<file path="src/rtl/cache_bank_switch_ctrl.sv">
// Cache-bank switch sequencer: stalls the pipeline, drains the D-cache, then retargets the active bank.
// Optional write-back of the outgoing bank before the swap is enabled by defining FLUSH_ON_SWITCH_EN.
module cache_bank_switch_ctrl #(
    parameter int unsigned NUM_BANKS     = 4,
    parameter int unsigned BANK_ID_W     = 2,
    parameter int unsigned RESET_BANK    = 0,
    parameter int unsigned SETTLE_CYCLES = 1,
    parameter int unsigned CNT_W         = 16
) (
    input  logic                 clk,
    input  logic                 reset,
    input  logic                 switch_req,
    input  logic [BANK_ID_W-1:0] switch_bank_id,
    input  logic                 dcache_busywait,
    input  logic                 flush_done,
    output logic                 flush_req,
    output logic [BANK_ID_W-1:0] active_bank,
    output logic [NUM_BANKS-1:0] bank_sel,
    output logic                 switch_busywait,
    output logic                 switch_done,
    output logic                 switch_err,
    output logic [CNT_W-1:0]     switch_count
);

    typedef enum logic [2:0] {
        S_IDLE,
        S_DRAIN,
`ifdef FLUSH_ON_SWITCH_EN
        S_FLUSH,
`endif
        S_SWAP,
        S_SETTLE
    } state_t;

    state_t                 state_q, state_d;
    logic [BANK_ID_W-1:0]   pending_id_q, pending_id_d;
    logic [BANK_ID_W-1:0]   active_bank_q, active_bank_d;
    logic [NUM_BANKS-1:0]   bank_sel_q, bank_sel_d;
    logic [CNT_W-1:0]       count_q, count_d;
    logic [3:0]             settle_q, settle_d;
    logic                   same_done_q, same_done_d;
    logic                   err_q, err_d;

    logic                   req_accept;
    logic                   id_valid;

`ifndef FLUSH_ON_SWITCH_EN
    logic                   unused_flush_done;
    assign unused_flush_done = flush_done;
`endif

    // The request is still held during the retire cycle of an immediate pulse; it must not re-trigger.
    assign req_accept = switch_req && !(same_done_q || err_q);
    assign id_valid   = 32'(switch_bank_id) < NUM_BANKS;

    always_ff @(posedge clk) begin
        if (reset) begin
            state_q       <= S_IDLE;
            pending_id_q  <= BANK_ID_W'(RESET_BANK);
            active_bank_q <= BANK_ID_W'(RESET_BANK);
            bank_sel_q    <= NUM_BANKS'(1) << RESET_BANK;
            count_q       <= '0;
            settle_q      <= '0;
            same_done_q   <= 1'b0;
            err_q         <= 1'b0;
        end else begin
            state_q       <= state_d;
            pending_id_q  <= pending_id_d;
            active_bank_q <= active_bank_d;
            bank_sel_q    <= bank_sel_d;
            count_q       <= count_d;
            settle_q      <= settle_d;
            same_done_q   <= same_done_d;
            err_q         <= err_d;
        end
    end

    always_comb begin
        state_d       = state_q;
        pending_id_d  = pending_id_q;
        active_bank_d = active_bank_q;
        bank_sel_d    = bank_sel_q;
        count_d       = count_q;
        settle_d      = settle_q;
        same_done_d   = 1'b0;
        err_d         = 1'b0;
        case (state_q)
            S_IDLE: begin
                if (req_accept) begin
                    if (!id_valid) begin
                        err_d = 1'b1;
                    end else if (switch_bank_id == active_bank_q) begin
                        same_done_d = 1'b1;
                    end else begin
                        pending_id_d = switch_bank_id;
                        state_d      = S_DRAIN;
                    end
                end
            end
            S_DRAIN: begin
                if (!dcache_busywait) begin
`ifdef FLUSH_ON_SWITCH_EN
                    state_d = S_FLUSH;
`else
                    state_d = S_SWAP;
`endif
                end
            end
`ifdef FLUSH_ON_SWITCH_EN
            S_FLUSH: begin
                if (flush_done) begin
                    state_d = S_SWAP;
                end
            end
`endif
            S_SWAP: begin
                active_bank_d = pending_id_q;
                bank_sel_d    = NUM_BANKS'(1) << pending_id_q;
                if (count_q != '1) begin
                    count_d = count_q + CNT_W'(1);
                end
                settle_d = 4'(SETTLE_CYCLES - 1);
                state_d  = S_SETTLE;
            end
            S_SETTLE: begin
                if (settle_q == 4'd0) begin
                    state_d = S_IDLE;
                end else begin
                    settle_d = settle_q - 4'd1;
                end
            end
            default: state_d = S_IDLE;
        endcase
    end

    // The last settle cycle releases the stall so the switch instruction retires with the done pulse.
    always_comb begin
        flush_req       = 1'b0;
        switch_busywait = 1'b1;
        switch_done     = same_done_q;
        case (state_q)
            S_IDLE:   switch_busywait = req_accept;
`ifdef FLUSH_ON_SWITCH_EN
            S_FLUSH:  flush_req = 1'b1;
`endif
            S_SETTLE: begin
                switch_busywait = (settle_q != 4'd0);
                switch_done     = (settle_q == 4'd0);
            end
            default:  switch_busywait = 1'b1;
        endcase
    end

    assign switch_err   = err_q;
    assign active_bank  = active_bank_q;
    assign bank_sel     = bank_sel_q;
    assign switch_count = count_q;

endmodule

</file>
<file path="config.mk">
export PLATFORM = sky130hd
export DESIGN_NAME = cache_bank_switch_ctrl
export DESIGN_NICKNAME = d
export VERILOG_FILES = /design/src/rtl/cache_bank_switch_ctrl.sv
export SDC_FILE = /design/constraint.sdc
export NUM_CORES = 1
export LEC_CHECK = 0
export CORE_ASPECT_RATIO = 2
export CORE_MARGIN = 5
export CORE_UTILIZATION = 54
export CTS_CLUSTER_SIZE = 30
export DETAILED_ROUTE_END_ITERATION = 12
export PLACE_DENSITY = 0.94
export SYNTH_ARGS = -nofsm -noshare
export SYNTH_HDL_FRONTEND = slang
export SYNTH_SLANG_ARGS = --single-unit
</file>
<file path="constraint.sdc">
create_clock -name clk -period 3.2 [get_ports clk]
set_input_delay 0.32 -clock clk [delete_from_list [all_inputs] [get_ports clk]]
set_output_delay 0.32 -clock clk [all_outputs]
set_load 0.02 [all_outputs]
</file>
-- Word level (Yosys, flattened, before mapping)
Cells that the tools add are included.
- input bits: 7
- register bits after elaboration: 32
- output and inout port bits: 26
- reduce and logical (&&, ||, !) cells: 11
- muxes and demuxes: 10
- bitwise gates (word level): 3
- shift-type cells: 1
- add/sub/neg operators: 2
- eq/ne operators: 10
- operators by type and width (kind ; count):
    16-bit by 1-bit adder with 16-bit output (second input constant) ; 1
    16-bit inequality test (second input constant) ; 1
    3-bit 2-to-1 mux ; 4
    3-bit case mux with 4 select lines ; 1
    2-bit inequality test (second input constant) ; 5
    4-bit case mux with 2 select lines ; 1
    3-bit by 2-bit equality test with 1-bit output (second input constant) ; 2
    4-bit logical NOT ; 1
    4-bit 2-to-1 mux ; 1
    2-bit AND reduction ; 2
    4-bit AND reduction ; 1
    4-bit nonzero test ; 1
    1-bit by 2-bit left shift with 4-bit output (first input constant) ; 1
    4-bit by 1-bit subtractor with 4-bit output (second input constant) ; 1
    3-bit by 1-bit equality test with 1-bit output (second input constant) ; 1
    3-bit logical NOT ; 1
    1-bit inverter ; 3
    3-bit AND reduction ; 1
    3-bit OR reduction ; 1
    2-bit equality test ; 1
    1-bit 2-to-1 mux ; 2
    1-bit case mux with 2 select lines ; 1
    2-bit nonzero test ; 1
    1-bit logical AND ; 1
    1-bit logical NOT ; 1

-- Logic depth before layout (Yosys ltp)
Gate-level depths: netlist of run 1.
- depth in word-level cells: 4
- mapped depth: 7

-- Worst setup path after synthesis of run 1
Ideal clock, no wire load.
- path type: register -> register
- from: reg count_q[0] (netlist: switch_count[0])
- to: reg count_q[13] (netlist: switch_count[13])
- path slack: 1.389 ns
- path buffers: 0
- stages on the path, launching flop included: 6
- data arrival time: 1.687 ns
- cells stage by stage: dfxtp_1 > ha_1 > nand4_2 > nor4_4 > nor4_1 > mux2_1
- longest elaborated chain between the ends: 2
- ends and longest elaborated chain (item ; RTL line ; text):
    from (decl) ; 39 ; logic [CNT_W-1:0] count_q, count_d;
    from (signal assigned) ; 71 ; count_q <= count_d;
    branches (longest 2 deep; another with 16-bit by 1-bit adder with 16-bit output) ; n/a ;
Parallel ways; which one is timed is not known.
A chain may end at the register's enable or synchronous reset.

-- Final worst setup path of run 1
- from: reg settle_q[0]
- to: out switch_done
- longest elaborated chain between the ends: 2
- ends and longest elaborated chain (item ; RTL line ; text):
    from (decl) ; 40 ; logic [3:0] settle_q, settle_d;
    from (signal assigned) ; 72 ; settle_q <= settle_d;
    4-bit logical NOT ; 148 ; switch_done = (settle_q == 4'd0);
    1-bit 2-to-1 mux ; 141 ; case (state_q)
    to (decl) ; 20 ; output logic switch_done,
No other way between the ends.

==> impl_metrics.toml, run 1 <==
[outcome]
status = "completed"

[critical_path]
endpoint_kind = "output port"
cp-start-kind = "flip-flop"
crit_arrival_ns = 2.22
critical_path_class = "flip-flop to output port"
cp_max_fo = 9
cp.required_ns = 2.88

[route]
drc = 0
ant_nets = 0
routed_wirelength_um = 3640
drtPass1Iterations = 4
vias = 1420
routed_via_density = 5.89
drt_iter0_markers = 55
wire_per_inst_um = 15.1

[finish]
final_area_sq_um = 2000
layout-drive-gt1-share_pct = 8.96
nNetsFinal = 224
n_antenna_cell = 0
n_fill_cell = 226
area_delta_synth_final_pct = 26.7
multi_input_area_sq_um = 893
regArea_sq_um = 621
final_core_util_pct = 71.4

[yosys]
ys.flop_type = "dfxtp_1"
yosys_register_bits = 31
postSynthCellCount = 180
synth_area_sq_um = 1580
synth_top_area_cell = "dfxtp_1"
yosys_warnings = 0
synth_enable_flop_cells = 0
yosys.area.top_type_share_pct = 39.2
async_flop_share_pct = 0
synthTopCellsByArea = "dfxtp_1, a21oi_1, ha_1, nor2_1, mux2i_1"
ys_seq_area_share_pct = 39.2
syn_area_per_cell_sq_um = 8.79
ys_types = 44

[timing]
maxSlewViolCount = 0
slew_headroom_pct = 51.1
fin_skew_ns = 0.00773
clock.fmax_ghz = 0.394
tns_ns = 0
worst_slew_pin_slew_ns = 0.730
rsz0062_at_grt = "false"
finalCritPeriodShare_pct = 79.4
setup_viol = 0
layout_min_cycle_time_ns = 2.54
finalHoldViolations = 0

[place]
placed_area_sq_um = 1890
gp_congestion = 0.850
io_buffers = 29
place_hpwl_um = 2680

[die]
die_h_um = 86.5
fp.coreArea_sq_um = 2800
ios = 33
die_w_um = 48.3
num_rows = 27
dieArea_sq_um = 4180
start_util_pct = 56.4

[global_route]
grt-busiest-layer = "met2"
grt_pass1_vias = 1379
grt_max_degree = 21
met3_usage_pct = 6.24
grt_pass1_wl_um = 6220
grtUsageTotal_pct = 20.4
met1_usage_pct = 22.1
antenna_found_initial = 0
met2_usage_pct = 34.0
grt_overflow = 0

[cts]
clk_latency_ns = 0.28
clockBufferDepth = 2
cts_setup_buffers = 0
root_buffer = "clkbuf_8"
path_clk_slew_ns = 0.07
cts_hold_buf = 0
cts_tree = "done"
cts_resized = 0
cts_buffers = 5
cts.sinks = 31
htreeDepth = 2

[hold_path]
hp-class = "flip-flop to flip-flop"

[power_and_ir_drop]
ir_drop_mv = 0.643
power_leakage_uw = 0.000740
power.density_nw_per_um2 = 555

[job]
maxCapViolCount = 0
==> routing by layer <==
layer  share of wire, %  wire, um
met1                 37      1340
met2                 57      2060
met3                4.2       151
met4                2.4        87
met5                  0         0
==> worst max-delay path: stages (launching register included) <==
cell and delay, ns:
dfxtp_1 0.32, inv_1 0.08, ha_1 0.19, nand2b_1 0.08
o21ai_1 0.47, o21a_1 0.20, clkdlybuf4s50_1 0.60
==> per-stage QoR <==
step           setup slack [ns]  power (uW)  hold slack (ns)  std cells
6_report                  0.660        1110            0.455        241
3_5_place_dp              0.974         725            0.452        233
4_1_cts                   0.631        1120            0.459        241
2_1_floorplan              1.39         636            0.461        181
5_1_grt                   0.470        1180            0.492        241
3_3_place_gp               1.01         716            0.443        233
==> cells in the mapped netlist (2+ instances only) <==
library cell,instances
or3_1,3
o31ai_1,3
buf_4,2
o21ai_0,3
buf_1,2
nand4_2,2
nor3_1,6
clkbuf_1,3
nand2_1,10
a311oi_1,3
nand4_1,5
mux2i_1,7
o41ai_2,2
and4_1,2
inv_1,10
nand2b_1,4
nand3_1,9
a21oi_1,17
dfxtp_1,31
nor2_1,20
or4_1,2
xnor2_1,2
nand3b_1,3
xor2_1,3
ha_1,6
nor4_1,2
==> cells by family after synthesis <==
family	synth area share, %
adder cells (fa/ha/maj)	4.75
XOR/XNOR	2.77
flip-flops	39.2
multiplexers	5.85
AO/OA/AOI/OAI	14.6
other	0.237
buffers and inverters	4.51
AND/OR/NAND/NOR	28.0
==> area by class of cell <==
class	instances	share of cell area [%]
Inverter	10	1.87
Timing Repair Buffer	30	14.9
Multi-Input combinational cell	133	44.6
Clock buffer	6	4.12
Clock inverter	2	1.75
Sequential cell	31	31.0
Tap cell	29	1.81
==> where the power goes <==
| part | switching [uW] | total [uW] | internal (uW) |
|---|---|---|---|
| clock network | 146 | 398 | 252 |
| registers | 25.8 | 439 | 413 |
| logic | 150 | 275 | 125 |
==> path summary, 6_finish.rpt <==
path | slack, ns | cells after the start | end | from
setup reg to reg | 0.95 | 6 | switch_count[13] | state_q[0]
setup / recovery | 0.66 | 6 | switch_done | settle_q[0]
hold / removal | 0.45 | 2 | bank_sel[3] | bank_sel[3]
hold reg to reg | 0.45 | 2 | bank_sel[3] | bank_sel[3]
==> placed cells by master, fill, tap and decap left out, drive strengths merged, types with 3 or more instances in the layout <==
master and instances:
o31ai 3, nand2 10, o21ai 4, clkbuf 6
a21oi 17, nand4 8, clkdlybuf4s50 29, xor2 3
or3 3, nand2b 4, ha 6, nor3 6
dfxtp 31, nand3b 3, a311oi 3, nor2 20
nor4 3, mux2i 7, inv 10, nand3 10
==> sequential cells by signal, summed over array words and instances (netlist names) <==
signal and cells:
same_done_q 1, switch_count 16, settle_q 4, active_bank 2, bank_sel 4, pending_id_q 2, state_q 2
Power figures use the tool's default switching activity.
==> run 2, diff against run 1 <==
CORE_UTILIZATION = 50   (was 54)
PLACE_DENSITY = 0.88   (was 0.94)
clock period = 2.5 ns   (was 3.2 ns; I/O delays follow)
==> impl_metrics.toml, run 2 (synthesis gave the netlist of run 1 again) <==
[critical_path]
cp-start-kind = "flip-flop"
crit_start = "settle_q[0]"
critical_path_class = "flip-flop to output port"
endpoint_kind = "output port"
worst_r2r_endpoint = "switch_count[13]"
r2r_start = "switch_count[0]"
crit_path_end = "switch_done"
reg2reg_slack_ns = 0.53
cp.required_ns = 2.25
crit_arrival_ns = 1.94
r2r_cells = 5
cp_max_fo = 3

[timing]
rsz0062_at_grt = "false"
fin_skew_ns = 0.0107
clock.fmax_ghz = 0.457
setup_viol = 0
maxSlewViolCount = 0
finalHoldViolations = 0
worst_slew_pin_slew_ns = 0.733
slew_headroom_pct = 51.0
finalCritPeriodShare_pct = 87.5
layout_min_cycle_time_ns = 2.19
fin_ws_ns = 0.312
tns_ns = 0

[job]
maxCapViolCount = 0

[finish]
mostFrequentLayoutCells = "dfxtp_1, clkdlybuf4s50_1, nor2_1"
area_delta_synth_final_pct = 26.9
n_antenna_cell = 0
nNetsFinal = 226
final_common_cell = "dfxtp_1"
largest_register_ffs = 16
layout-drive-gt1-share_pct = 9.81

[place]
io_buffers = 29
place_hpwl_um = 2680
gp_congestion = 0.770
place_ws_ns = 0.559

[global_route]
grtUsageTotal_pct = 18.1
grt_pass1_vias = 1355
antenna_found_initial = 0
grt_overflow = 0
grt_max_degree = 20
grt_pass1_wl_um = 6250

[route]
drt_iter0_markers = 25
routed_wirelength_um = 3700
vias = 1442
ant_nets = 0
wire_per_inst_um = 15.1
routed_via_density = 5.89
drtPass1Iterations = 4
drc = 0

[hold_path]
hp-class = "flip-flop to flip-flop"
whs_path_depth = 2

[die]
fp.coreArea_sq_um = 3120
die_w_um = 49.8
start_util_pct = 50.7
dieArea_sq_um = 4460
num_rows = 29
die_h_um = 89.5
ios = 33

[cts]
path_clk_slew_ns = 0.07
clockBufferDepth = 2
clk_latency_ns = 0.29
cts_hold_buf = 0
cts_buffers = 5
htreeDepth = 2
cts_tree = "done"
cts_resized = 0
cts_setup_buffers = 0
cts.sinks = 31
root_buffer = "clkbuf_8"

[outcome]
status = "completed"

[power_and_ir_drop]
ir_drop_mv = 0.504
power_leakage_uw = 0.000738
power.density_nw_per_um2 = 683
## run 2: cell count changes in the layout (fill, tap and decap cells not counted)
cell / previous run / this run
bufinv_16: 1 / 0
clkbuf_8: 6 / 7
buf_4: 1 / 3
clkinvlp_4: 0 / 1
clkinv_2: 1 / 0
## run 2: area by class of cell
| class | instances | area [sq um] |
|---|---|---|
| Clock buffer | 7 | 96.3 |
| Clock inverter | 1 | 7.51 |
| Fill cell | 264 | 1110 |
| Inverter | 10 | 37.5 |
| Multi-Input combinational cell | 133 | 893 |
| Sequential cell | 31 | 621 |
| Tap cell | 31 | 38.8 |
| Timing Repair Buffer | 32 | 313 |
## run 2: per-stage QoR
step           cells  area (sq um)  power, uW  hold WS [ns]  util (%)
2_1_floorplan    181          1590        814         0.397         -
3_3_place_gp     237          1900        934         0.445      61.0
3_5_place_dp     237          1900        943         0.452      61.0
4_1_cts          245          2010       1380         0.461      64.3
5_1_grt          245          2010       1450         0.490      64.3
6_report         245          2010       1370         0.453      64.3
## run 2: worst min path at each step
stage                            to         startpoint  slack [ns]
floorplan           pending_id_q[0]  switch_bank_id[0]        0.40
global placement        bank_sel[3]        bank_sel[3]        0.44
detailed placement      bank_sel[3]        bank_sel[3]        0.45
CTS                     bank_sel[3]        bank_sel[3]        0.46
global route            bank_sel[3]        bank_sel[3]        0.49
finish                  bank_sel[3]        bank_sel[3]        0.45
## run 2: worst max-delay path, cell delays in order, from the launching register on
cell	delay, ns
dfxtp_1	0.32
inv_1	0.07
ha_1	0.18
nand2b_1	0.09
o21ai_1	0.22
o21a_1	0.17
clkdlybuf4s50_1	0.60
## run 2: layer usage
layer | wire length, um | GRT usage [%] | vias up
met3 | 103 | 4.17 | 8
met4 | 97 | 9.55 | 0
met5 | 0 | 0 | -
met2 | 2020 | 31.9 | 30
li1 | - | - | 713
met1 | 1470 | 19.7 | 691
## run 2: power by group
| group | leakage, uW | internal (uW) | switching [uW] | total (uW) |
|---|---|---|---|---|
| Clock | 0.0000505 | 250 | 188 | 438 |
| Sequential | 0.000250 | 529 | 35.7 | 565 |
| Combinational | 0.000438 | 165 | 203 | 369 |
